$ cat config.mk
export PLATFORM = sky130hd
export DESIGN_NAME = counter_ctrl
export DESIGN_NICKNAME = d
export VERILOG_FILES = /design/src/rtl/counter_ctrl.sv
export SDC_FILE = /design/constraint.sdc
export NUM_CORES = 1
export LEC_CHECK = 0
export CAP_MARGIN = 20
export CORE_MARGIN = 5
export CORE_UTILIZATION = 47
export CTS_BUF_LIST = sky130_fd_sc_hd__clkbuf_16
export DETAILED_ROUTE_END_ITERATION = 8
export HOLD_SLACK_MARGIN = 0.12
export PLACE_DENSITY = 0.81
export SLEW_MARGIN = 10
export SYNTH_ARGS = -nofsm -noshare
export SYNTH_HDL_FRONTEND = slang
export SYNTH_SLANG_ARGS = --single-unit
$ cat constraint.sdc
create_clock -name clk -period 2.4 [get_ports clk]
set_clock_uncertainty 0.05 [all_clocks]
set_input_delay 0.48 -clock clk [delete_from_list [all_inputs] [get_ports clk]]
set_output_delay 0.48 -clock clk [all_outputs]
set_load 0.01 [all_outputs]
$ cat src/rtl/counter_ctrl.sv
// Command sequencer driving an 8-bit loadable up-counter through LOAD/STEP/UNTIL/SHOW commands.
// Optional UNTIL timeout abort is enabled by defining COUNTER_CTRL_TIMEOUT_EN.
module counter_ctrl #(
  parameter int unsigned WIDTH   = 8,
  parameter int unsigned TIMEOUT = 255
) (
  input  logic             clk,
  input  logic             rst,
  input  logic             cmd_valid,
  output logic             cmd_ready,
  input  logic [1:0]       cmd_op,
  input  logic [WIDTH-1:0] cmd_arg,
  input  logic [WIDTH-1:0] ctr_q,
  output logic             ctr_en,
  output logic             ctr_load,
  output logic [WIDTH-1:0] ctr_load_val,
  output logic             ctr_oe,
  output logic             busy,
  output logic             done,
  output logic             err
);

  typedef enum logic [2:0] {
    StIdle,
    StLoad,
    StStep,
    StUntil,
    StShow,
    StDone
  } state_e;

  state_e           state_q, state_d;
  logic [WIDTH-1:0] arg_q, arg_d;
  logic [WIDTH-1:0] step_q, step_d;
  logic             match;
  logic             timeout_hit;

`ifdef COUNTER_CTRL_TIMEOUT_EN
  logic [7:0] to_q, to_d;
  logic       err_q, err_d;

  assign timeout_hit = (to_q == 8'(TIMEOUT));
`else
  assign timeout_hit = 1'b0;
`endif

  assign match     = (ctr_q == arg_q);
  assign cmd_ready = (state_q == StIdle) && !rst;

  // State register
  always_ff @(posedge clk) begin
    if (rst) begin
      state_q <= StIdle;
      arg_q   <= '0;
      step_q  <= '0;
`ifdef COUNTER_CTRL_TIMEOUT_EN
      to_q    <= '0;
      err_q   <= 1'b0;
`endif
    end else begin
      state_q <= state_d;
      arg_q   <= arg_d;
      step_q  <= step_d;
`ifdef COUNTER_CTRL_TIMEOUT_EN
      to_q    <= to_d;
      err_q   <= err_d;
`endif
    end
  end

  // Next-state logic
  always_comb begin
    state_d = state_q;
    arg_d   = arg_q;
    step_d  = step_q;
`ifdef COUNTER_CTRL_TIMEOUT_EN
    to_d    = to_q;
    err_d   = err_q;
`endif
    case (state_q)
      StIdle: begin
        if (cmd_valid && cmd_ready) begin
          arg_d  = cmd_arg;
          step_d = cmd_arg;
`ifdef COUNTER_CTRL_TIMEOUT_EN
          to_d   = '0;
          err_d  = 1'b0;
`endif
          unique case (cmd_op)
            2'b00: state_d = StLoad;
            2'b01: state_d = StStep;
            2'b10: state_d = StUntil;
            2'b11: state_d = StShow;
            default: state_d = StIdle;
          endcase
        end
      end
      StLoad: state_d = StDone;
      // STEP and SHOW share the down-counter; the zero cycle is the exit cycle.
      StStep, StShow: begin
        if (step_q == '0) begin
          state_d = StDone;
        end else begin
          step_d = step_q - 1'b1;
        end
      end
      StUntil: begin
        if (match) begin
          state_d = StDone;
        end else if (timeout_hit) begin
          state_d = StDone;
`ifdef COUNTER_CTRL_TIMEOUT_EN
          err_d   = 1'b1;
`endif
        end else begin
`ifdef COUNTER_CTRL_TIMEOUT_EN
          to_d = to_q + 8'd1;
`endif
        end
      end
      StDone:  state_d = StIdle;
      default: state_d = StIdle;
    endcase
  end

  // Output logic; en/load/oe are exclusive because each is tied to a distinct state.
  always_comb begin
    ctr_en       = 1'b0;
    ctr_load     = 1'b0;
    ctr_oe       = 1'b0;
    ctr_load_val = arg_q;
    busy         = (state_q != StIdle);
    done         = (state_q == StDone);
    case (state_q)
      StLoad:  ctr_load = 1'b1;
      StStep:  ctr_en   = (step_q != '0);
      StUntil: ctr_en   = !match && !timeout_hit;
      StShow:  ctr_oe   = (step_q != '0);
      default: ;
    endcase
`ifdef COUNTER_CTRL_TIMEOUT_EN
    err = done && err_q;
`else
    err = 1'b0;
`endif
  end

endmodule

==> results.py <==
metrics = {
    "outcome": {
        "status": "finished, final reports clean",
    },
    "worst_setup_path": {
        "startpoint_type": "primary input",
        "crit_fanout": 2,
        "cpPeakStageDelay_ps": 480,
        "cp_cell_sequence": "clkdlybuf4s50_1 -> xnor2_1 -> nand4_1 -> o211ai_1 -> nand2_1 -> dlygate4sd2_1",
        "cp_slowest_cell": "clkdlybuf4s50_1",
        "crit_required_ps": 1870,
        "criticalPathCategory": "in2out",
        "rr_endpoint": "step_q[3]",
        "worstPathArrival_ps": 1790,
        "reg2reg_slack_ps": 440,
        "cp-end-kind": "output port",
        "reg2regPathDepth": 4,
        "r2r-start": "state_q[1]",
    },
    "timing": {
        "final-setup-viol-count": 0,
        "hold_viol": 0,
        "slew_headroom": 0.620,
        "whs_ps": 447,
        "slew_viol_final": 0,
        "worst_slack_ps": 79.4,
        "fin_crit_sh": 0.967,
        "rsz0062_at_grt": "false",
        "min_period_ps": 2320,
        "fmax_mhz": 431,
        "worst_pin_slew_ps": 568,
        "tns_ps": 0,
    },
    "logic_synthesis": {
        "syn_area_per_cell_um2": 8.21,
        "ys_ff_latch": 19,
        "syn_nets": 180,
        "synth_cells": 154,
        "synth.top_cell.area_share": 0.301,
        "ys_warn_count": 0,
        "synthFlopType": "dfxtp_1",
        "synth_edf_count": 0,
        "yosysSeqAreaShare": 0.301,
        "synth_area_leaders": "dfxtp_1 30%, xnor2_1 6.2%, nand2b_1 5.9%",
        "synth.distinct_cells": 48,
        "yosysTopAreaCell": "dfxtp_1",
        "async_reset_ff_frac": 0,
        "syn_area_mm2": 0.00126,
    },
    "cts": {
        "path_clk_slew_ps": 50,
        "cts_tree": "built",
        "clock_path_buffers": 2,
        "cts.sinks": 19,
        "htreeDepth": 1,
        "numCtsBuffers": 3,
        "clock_latency_ps": 250,
        "cts_root_buf": "clkbuf_16",
        "cts_setup_buffers": 0,
    },
    "layout": {
        "postLayoutCoreUtil": 0.686,
        "n_antenna_cell": 0,
        "nNetsFinal": 217,
        "synthToLayoutAreaGrowth_pct": 36.9,
        "design_area_mm2": 0.00173,
        "drive_above_1_share": 0.105,
        "finalNonFillerCells": 220,
    },
    "global_routing": {
        "antenna_found_initial": 0,
        "grt_max_degree": 17,
        "grt-ovfl-total": 0,
        "grt_pass1_vias": 1248,
        "grt_pass1_wl_mm": 5.69,
        "grtUsageTotal": 0.201,
    },
    "min_path": {
        "holdPathStages": 1,
        "hold_path_end": "ctr_load_val[5]",
        "hp-class": "reg2reg",
        "min_from": "ctr_load_val[5]",
    },
    "detailed_routing": {
        "via_per_inst": 5.85,
        "first_pass_iters": 4,
        "drc": 0,
        "drt-initial-drc-count": 59,
        "antenna_left": 0,
        "wirelength_mm": 3.51,
        "vias": 1287,
        "wl_per_cell_um": 16.0,
    },
    "placed_design": {
        "dpl_worst_slack_ps": -141,
        "place_area_mm2": 0.00163,
        "hpwl_mm": 2.66,
        "placement.io_buffers": 34,
        "gp_congestion": 0.909,
        "dp.cells": 216,
    },
    "floorplanning": {
        "rows": 18,
        "initial_utilization": 0.501,
        "die_area_mm2": 0.00383,
        "core_mm2": 0.00252,
        "ios": 36,
        "die-height_um": 61.9,
        "die_w_um": 61.9,
    },
    "power": {
        "vdd_drop_max_uv": 832,
        "leakagePower_nw": 0.673,
        "finalPower_mw": 2.22,
        "power_density_mw_per_mm2": 1280,
    },
    "job": {
        "timing.max_cap.violations": 0,
    },
}
## where the power goes
| group | internal, mW | switching [mW] |
|---|---|---|
| clock network | 0.222 | 0.118 |
| logic | 0.638 | 0.661 |
| registers | 0.424 | 0.155 |
## cells in the mapped netlist (all sizes together) (2+ instances only)
master	number
dfxtp	19
nand2	13
nand2b	12
xnor2	9
nor2	8
inv	7
o21ai	7
buf	6
a21oi	5
a31oi	5
ha	5
nand3	5
nor3	5
clkbuf	4
o32ai	4
nand4	3
nor4b	3
a22oi	2
a2bb2oi	2
and2	2
nor2b	2
nor3b	2
o211ai	2
or2	2
## how the worst max path moves through the flow
stage / startpoint / to / cells past startpoint
6_report: ctr_q[1] / ctr_en / 6
5_1_grt: ctr_q[1] / ctr_en / 6
4_1_cts: step_q[1] / ctr_oe / 6
3_5_place_dp: ctr_q[3] / ctr_en / 6
3_3_place_gp: ctr_q[2] / ctr_en / 6
2_1_floorplan: step_q[0] / ctr_oe / 5
## area by class of cell
cell class,count,area [um2]
Fill cell,215,792
Clock inverter,1,3.75
Timing Repair Buffer,42,402
Tap cell,30,37.5
Clock buffer,3,75.1
Sequential cell,19,382
Multi-Input combinational cell,118,805
Inverter,7,26.3
## logic make-up (layout without fill, tap and decap cells)
group / after synthesis / after routing / synth area share
buffers and inverters: 17 / 53 / 0.0752
flip-flops: 19 / 19 / 0.301
AND/OR/NAND/NOR: 61 / 61 / 0.270
multiplexers: 1 / 1 / 0.00792
AO/OA/AOI/OAI: 40 / 40 / 0.224
other: 1 / 1 / 0.00297
adder cells (fa/ha/maj): 5 / 5 / 0.0495
XOR/XNOR: 10 / 10 / 0.0693
## sequential cells by signal (all words and copies together), names as in the netlist
signal / count
ctr_load_val: 8
state_q: 3
step_q: 8
## cell usage in the layout (no fill, tap or decap), types with 2 or more instances in the layout
cell type,synthesis,layout
nor2b_1,2,2
xnor2_1,9,9
ha_1,5,4
nand2b_1,12,12
buf_4,4,8
dfxtp_1,19,18
a31oi_1,5,5
o32ai_1,4,4
and2_1,2,2
clkbuf_16,0,3
nand3_1,5,5
nor4b_1,3,3
o21ai_0,7,7
a21oi_1,5,5
clkdlybuf4s50_1,0,32
a22oi_1,2,2
nand4_1,3,3
a2bb2oi_1,2,2
nor3_1,5,5
nand2_1,13,12
o211ai_1,2,2
nor2_1,7,7
inv_1,7,8
## critical path, delay by kind of cell
family / cells / cell delay, ps
buffers and inverters: 2 / 770
XOR/XNOR: 1 / 120
AND/OR/NAND/NOR: 2 / 190
AO/OA/AOI/OAI: 1 / 230
## metal layers
metal | share of wire | vias up | track usage
met4 | 0.025 | 0 | 0.103
met5 | 0 | - | 0
met1 | 0.41 | 590 | 0.262
li1 | - | 623 | -
met2 | 0.48 | 65 | 0.309
met3 | 0.084 | 9 | 0.0455
## what timing repair did
| action | CTS | global route |
|---|---|---|
| gates resized for setup | 4 | 3 |
| pin swaps | 1 | 0 |
| gates cloned | 0 | 0 |
| setup endpoints to repair | 2 | 3 |
| endpoints found under the hold margin | 0 | 0 |
| hold buffers | 0 | 0 |
Power figures use the tool's default switching activity.
==> patch 1: new RTL, same flow settings <==
Add a define of `COUNTER_CTRL_TIMEOUT_EN`.
--- a/src/rtl/counter_ctrl.sv
+++ b/src/rtl/counter_ctrl.sv
@@ -1,5 +1,7 @@
 // Command sequencer driving an 8-bit loadable up-counter through LOAD/STEP/UNTIL/SHOW commands.
 // Optional UNTIL timeout abort is enabled by defining COUNTER_CTRL_TIMEOUT_EN.
+`define COUNTER_CTRL_TIMEOUT_EN
+
 module counter_ctrl #(
   parameter int unsigned WIDTH   = 8,
   parameter int unsigned TIMEOUT = 255
Behaviour: same outputs for any inputs over 10 cycles, from zero or initial values and one cycle with rst high; that may be too few to reach the edited logic, so the function may still have changed.
==> patch 1 against the original RTL <==
Setup slack got worse by 0.067 ns; critical path type is now reg -> out; cell area increased by 30%; sequential cell count increased by 9; synthesized area increased by 32%; critical endpoint unchanged; core utilization decreased by 2.1 points; via count increased by 31%; critical path depth decreased by 1; total power increased by 17%; worst hold slack got worse by 0.040 ns; sequential share of layout area increased by 2.9 points; wire length increased by 20%; maximum frequency decreased by 2.8%; largest power group unchanged.
==> patch 1: results (changes against the original RTL) <==
Run status
  – Status: complete, no violations (unchanged)

Setup path
  – WP data arrival: 1.86 ns (was 1.79 ns)
  – Crit-path max cell delay: 0.55 ns (was 0.48 ns)
  – Reg2reg end: step_q[4] (was step_q[3])
  – Worst path slowest cell: or4_4 (was clkdlybuf4s50_1)
  – Crit path launch: step_q[3] (was ctr_q[1])

Min path
  – WHS Endpoint: err_q (was ctr_load_val[5])
  – Hold_sp: err_q (was ctr_load_val[5])

Finish
  – Comb_multi_in: 161 (was 118)
  – Final Util: 66.48% (was 68.60%)
  – Multi-input gate area in the final layout: 1027 um2 (was 804.5 um2)
  – Plain + repair buffers: 52 (was 42)
  – Final non-filler cell total: 300 (was 220)

Power and ir drop
  – Sw frac: 37.97% (was 42.10%)
  – Leak Pwr: 0.8260 nW (was 0.6731 nW)
  – Max VDD drop: 0.9384 mV (was 0.8323 mV)

Timing
  – Worst hold slack: 0.4073 ns (was 0.4470 ns)
  – Worst slew pin tran: 0.5900 ns (was 0.5682 ns)

Die
  – Full die area: 4831 um2 (was 3826 um2)

Global route
  – GR Util met1: 24.60% (was 26.19%)
  – Pin count of the biggest net entering global routing: 30 (was 17)
  – GR Layer Usage met3: 4.203% (was 4.545%)
  – Global-route wire length before repair: 7300 um (was 5685 um)

Synthesis
  – Post-synthesis adder-cell area fraction: 4.511% (was 4.950%)
  – Synth Area in Compound Gates: 24.81% (was 22.38%)
  – Xor/xnor share of the synthesized area: 4.737% (was 6.931%)
  – Unique cell type count in the Yosys netlist: 46 (was 48)

CTS
  – Post-cts gate resize count: 6 (was 4)
  – Reg clk slew, reported paths: 0.07 ns (was 0.05 ns)
  – Setup bufs post-CTS: 1 (was 0)

Placement
  – Post-DP HPWL: 3125 um (was 2662 um)
  – Placed cell areas: 2132 um2 (was 1633 um2)
  – IO buf count: 35 (was 34)

Detailed routing
  – DRT iter0 DRCs: 112 (was 59)
-- patch 1: changes by cell type after synthesis, moves of 4 or more --
cell,delta
a21oi_1,+10
a21oi_2,+4
a31oi_1,-5
buf_4,-4
clkbuf_1,+4
dfxtp_1,+9
nand2_1,+18
nand2b_1,-9
nor2_1,+11
o21ai_0,-5
o21ai_1,+4
o311ai_0,+5
o31ai_1,+5
-- patch 1: layer usage --
| layer | wire [um] | vias up |
|---|---|---|
| met2 | 2015 | 49 |
| met1 | 1948 | 775 |
| met3 | 210 | 4 |
| li1 | - | 856 |
| met5 | 0 | - |
| met4 | 35 | 0 |
-- patch 1: power groups by stage --
stage          registers (mW)  logic [mW]  clock network (mW)
2_1_floorplan           0.674       0.880                   0
3_3_place_gp            0.700        1.30                   0
3_5_place_dp            0.704        1.32                   0
4_1_cts                 0.694        1.36               0.506
5_1_grt                 0.713        1.56               0.526
6_report                0.698        1.40               0.495
==> patch 2: new RTL, same flow settings <==
Made on the original files. Re-encode `state_e` (6 states) as one-hot, 6 bits wide.
--- a/src/rtl/counter_ctrl.sv
+++ b/src/rtl/counter_ctrl.sv
@@ -20,13 +20,13 @@
   output logic             err
 );
 
-  typedef enum logic [2:0] {
-    StIdle,
-    StLoad,
-    StStep,
-    StUntil,
-    StShow,
-    StDone
+  typedef enum logic [5:0] {
+    StIdle  = 6'b000001,
+    StLoad  = 6'b000010,
+    StStep  = 6'b000100,
+    StUntil = 6'b001000,
+    StShow  = 6'b010000,
+    StDone  = 6'b100000
   } state_e;
 
   state_e           state_q, state_d;
Function: no difference found for any inputs over 10 cycles, from zero or initial values and one cycle with rst high; not proved beyond that.
==> patch 2 against the original RTL <==
Setup slack about the same; sequential cell count up 3; wire length up 15%; synthesized area up 3.8%; cell area up 8.5%; critical endpoint unchanged; largest cell class unchanged.
Power is not compared: it rests on default switching activity, and its combinational part moved more than twofold at a synthesized area within 25%.
==> patch 2: results (changes against the original RTL) <==
Global route
  – Global-route wire length before repair: 6561 um (was 5685 um)
  – Pin count of the biggest net entering global routing: 22 (was 17)
  – GR Util met2: 35.62% (was 30.94%)
  – GR Util met1: 25.27% (was 26.19%)
  – Total track usage: 20.51% (was 20.08%)
  – Vias in the first global route: 1410 (was 1248)

Finish
  – Non-clock buffering overhead: 24.78% (was 23.21%)
  – Fraction of area in multi-input gates: 45.10% (was 46.49%)
  – Plain + repair buffers: 52 (was 42)
  – Comb_multi_in: 126 (was 118)
  – Share of layout cells above drive strength 1: 14.56% (was 10.53%)
  – Seq area share: 23.45% (was 22.05%)
  – Logic inverters: 2 (was 7)
  – Layout fillers: 212 (was 215)
  – Final Cell Area: 1878 um2 (was 1730 um2)
  – Final non-filler cell total: 237 (was 220)
  – Clock network area share: 4.197% (was 4.555%)

Timing
  – Slew headroom: 66.56% (was 61.98%)

Setup path
  – CP delay by family, top: simple AND/OR/NAND/NOR gates (was buffers and inverters)
  – Worst path slowest cell: or4_1 (was clkdlybuf4s50_1)
  – Worst Path Max Fanout: 3 (was 2)
  – Crit-path max cell delay: 0.58 ns (was 0.48 ns)

Placement
  – Post-DP HPWL: 2973 um (was 2662 um)
  – Placed cell areas: 1778 um2 (was 1633 um2)
  – RePlAce Congestion: 0.8840 (was 0.9090)
  – Place WS: -0.2602 ns (was -0.1405 ns)

Synthesis
  – Post-synthesis adder-cell area fraction: 1.908% (was 4.950%)
  – Unique cell type count in the Yosys netlist: 44 (was 48)
  – Post-Syn Nets: 182 (was 180)
  – Xor/xnor share of the synthesized area: 6.679% (was 6.931%)
  – Main flop type after synthesis: dfxtp_1 (unchanged)
  – Mux share of post-synthesis cell area: 0% (was 0.7921%)
  – Mapped Cells: 159 (was 154)
  – Register area share after synthesis: 33.59% (was 30.10%)
  – Synth Area in Compound Gates: 23.57% (was 22.38%)
  – Post-synth top cells: dfxtp_1 (22), o21ai_0 (14), nand2_1 (12), nand2b_1 (12), xnor2_1 (9) (was dfxtp_1 (19), nand2_1 (13), nand2b_1 (12))
  – Most area-consuming cells after synthesis: dfxtp_1 (34%), xnor2_1 (6.0%), nand2b_1 (5.7%) (was dfxtp_1 (30%), xnor2_1 (6.2%), nand2b_1 (5.9%))

CTS
  – Clk sinks: 22 (was 19)
  – Post-cts gate resize count: 10 (was 4)
  – Reg clk slew, reported paths: ~0.060 ns

Detailed routing
  – DRT iter0 DRCs: 54 (was 59)
  – Vias per cell: 6.207 (was 5.850)
  – M1 wire length: 1691 um (was 1453 um)
  – Detail Route met3 WL: 294 um (was 295 um)
  – Final wirelength: 4033 um (was 3510 um)
  – Metal2 WL: 1969 um (was 1674 um)

Run status
  – Status: complete, no violations (unchanged)

Die
  – Num rows: 19 (was 18)
patch 2: cell types whose count changed after synthesis, sizes merged, moves of 3 or more:
cell,delta
ha,-3
inv,-5
o21ai,+8
o32ai,-4
a31oi,-4
dfxtp,+3
nor4,+5
or4,+4
nor2,-5
patch 2: power by group through the flow:
stage                     combinational (mW)  clock [mW]  sequential [mW]
after floorplan                        0.160           0            0.429
after global placement                 0.303           0            0.427
after detailed placement               0.310           0            0.428
after CTS                              0.318       0.360            0.421
after global routing                   0.348       0.380            0.426
final                                  0.321       0.360            0.422
patch 2: final timing paths:
check / startpoint / to / slack, ns / cells past startpoint
worst min-delay path: step_q[7] / step_q[7] / 0.42 / 2
worst max-delay path: state_q[0] / ctr_en / 0.08 / 5
worst min register to register: step_q[7] / step_q[7] / 0.42 / 2
worst max register to register: state_q[0] / step_q[5] / 0.16 / 5
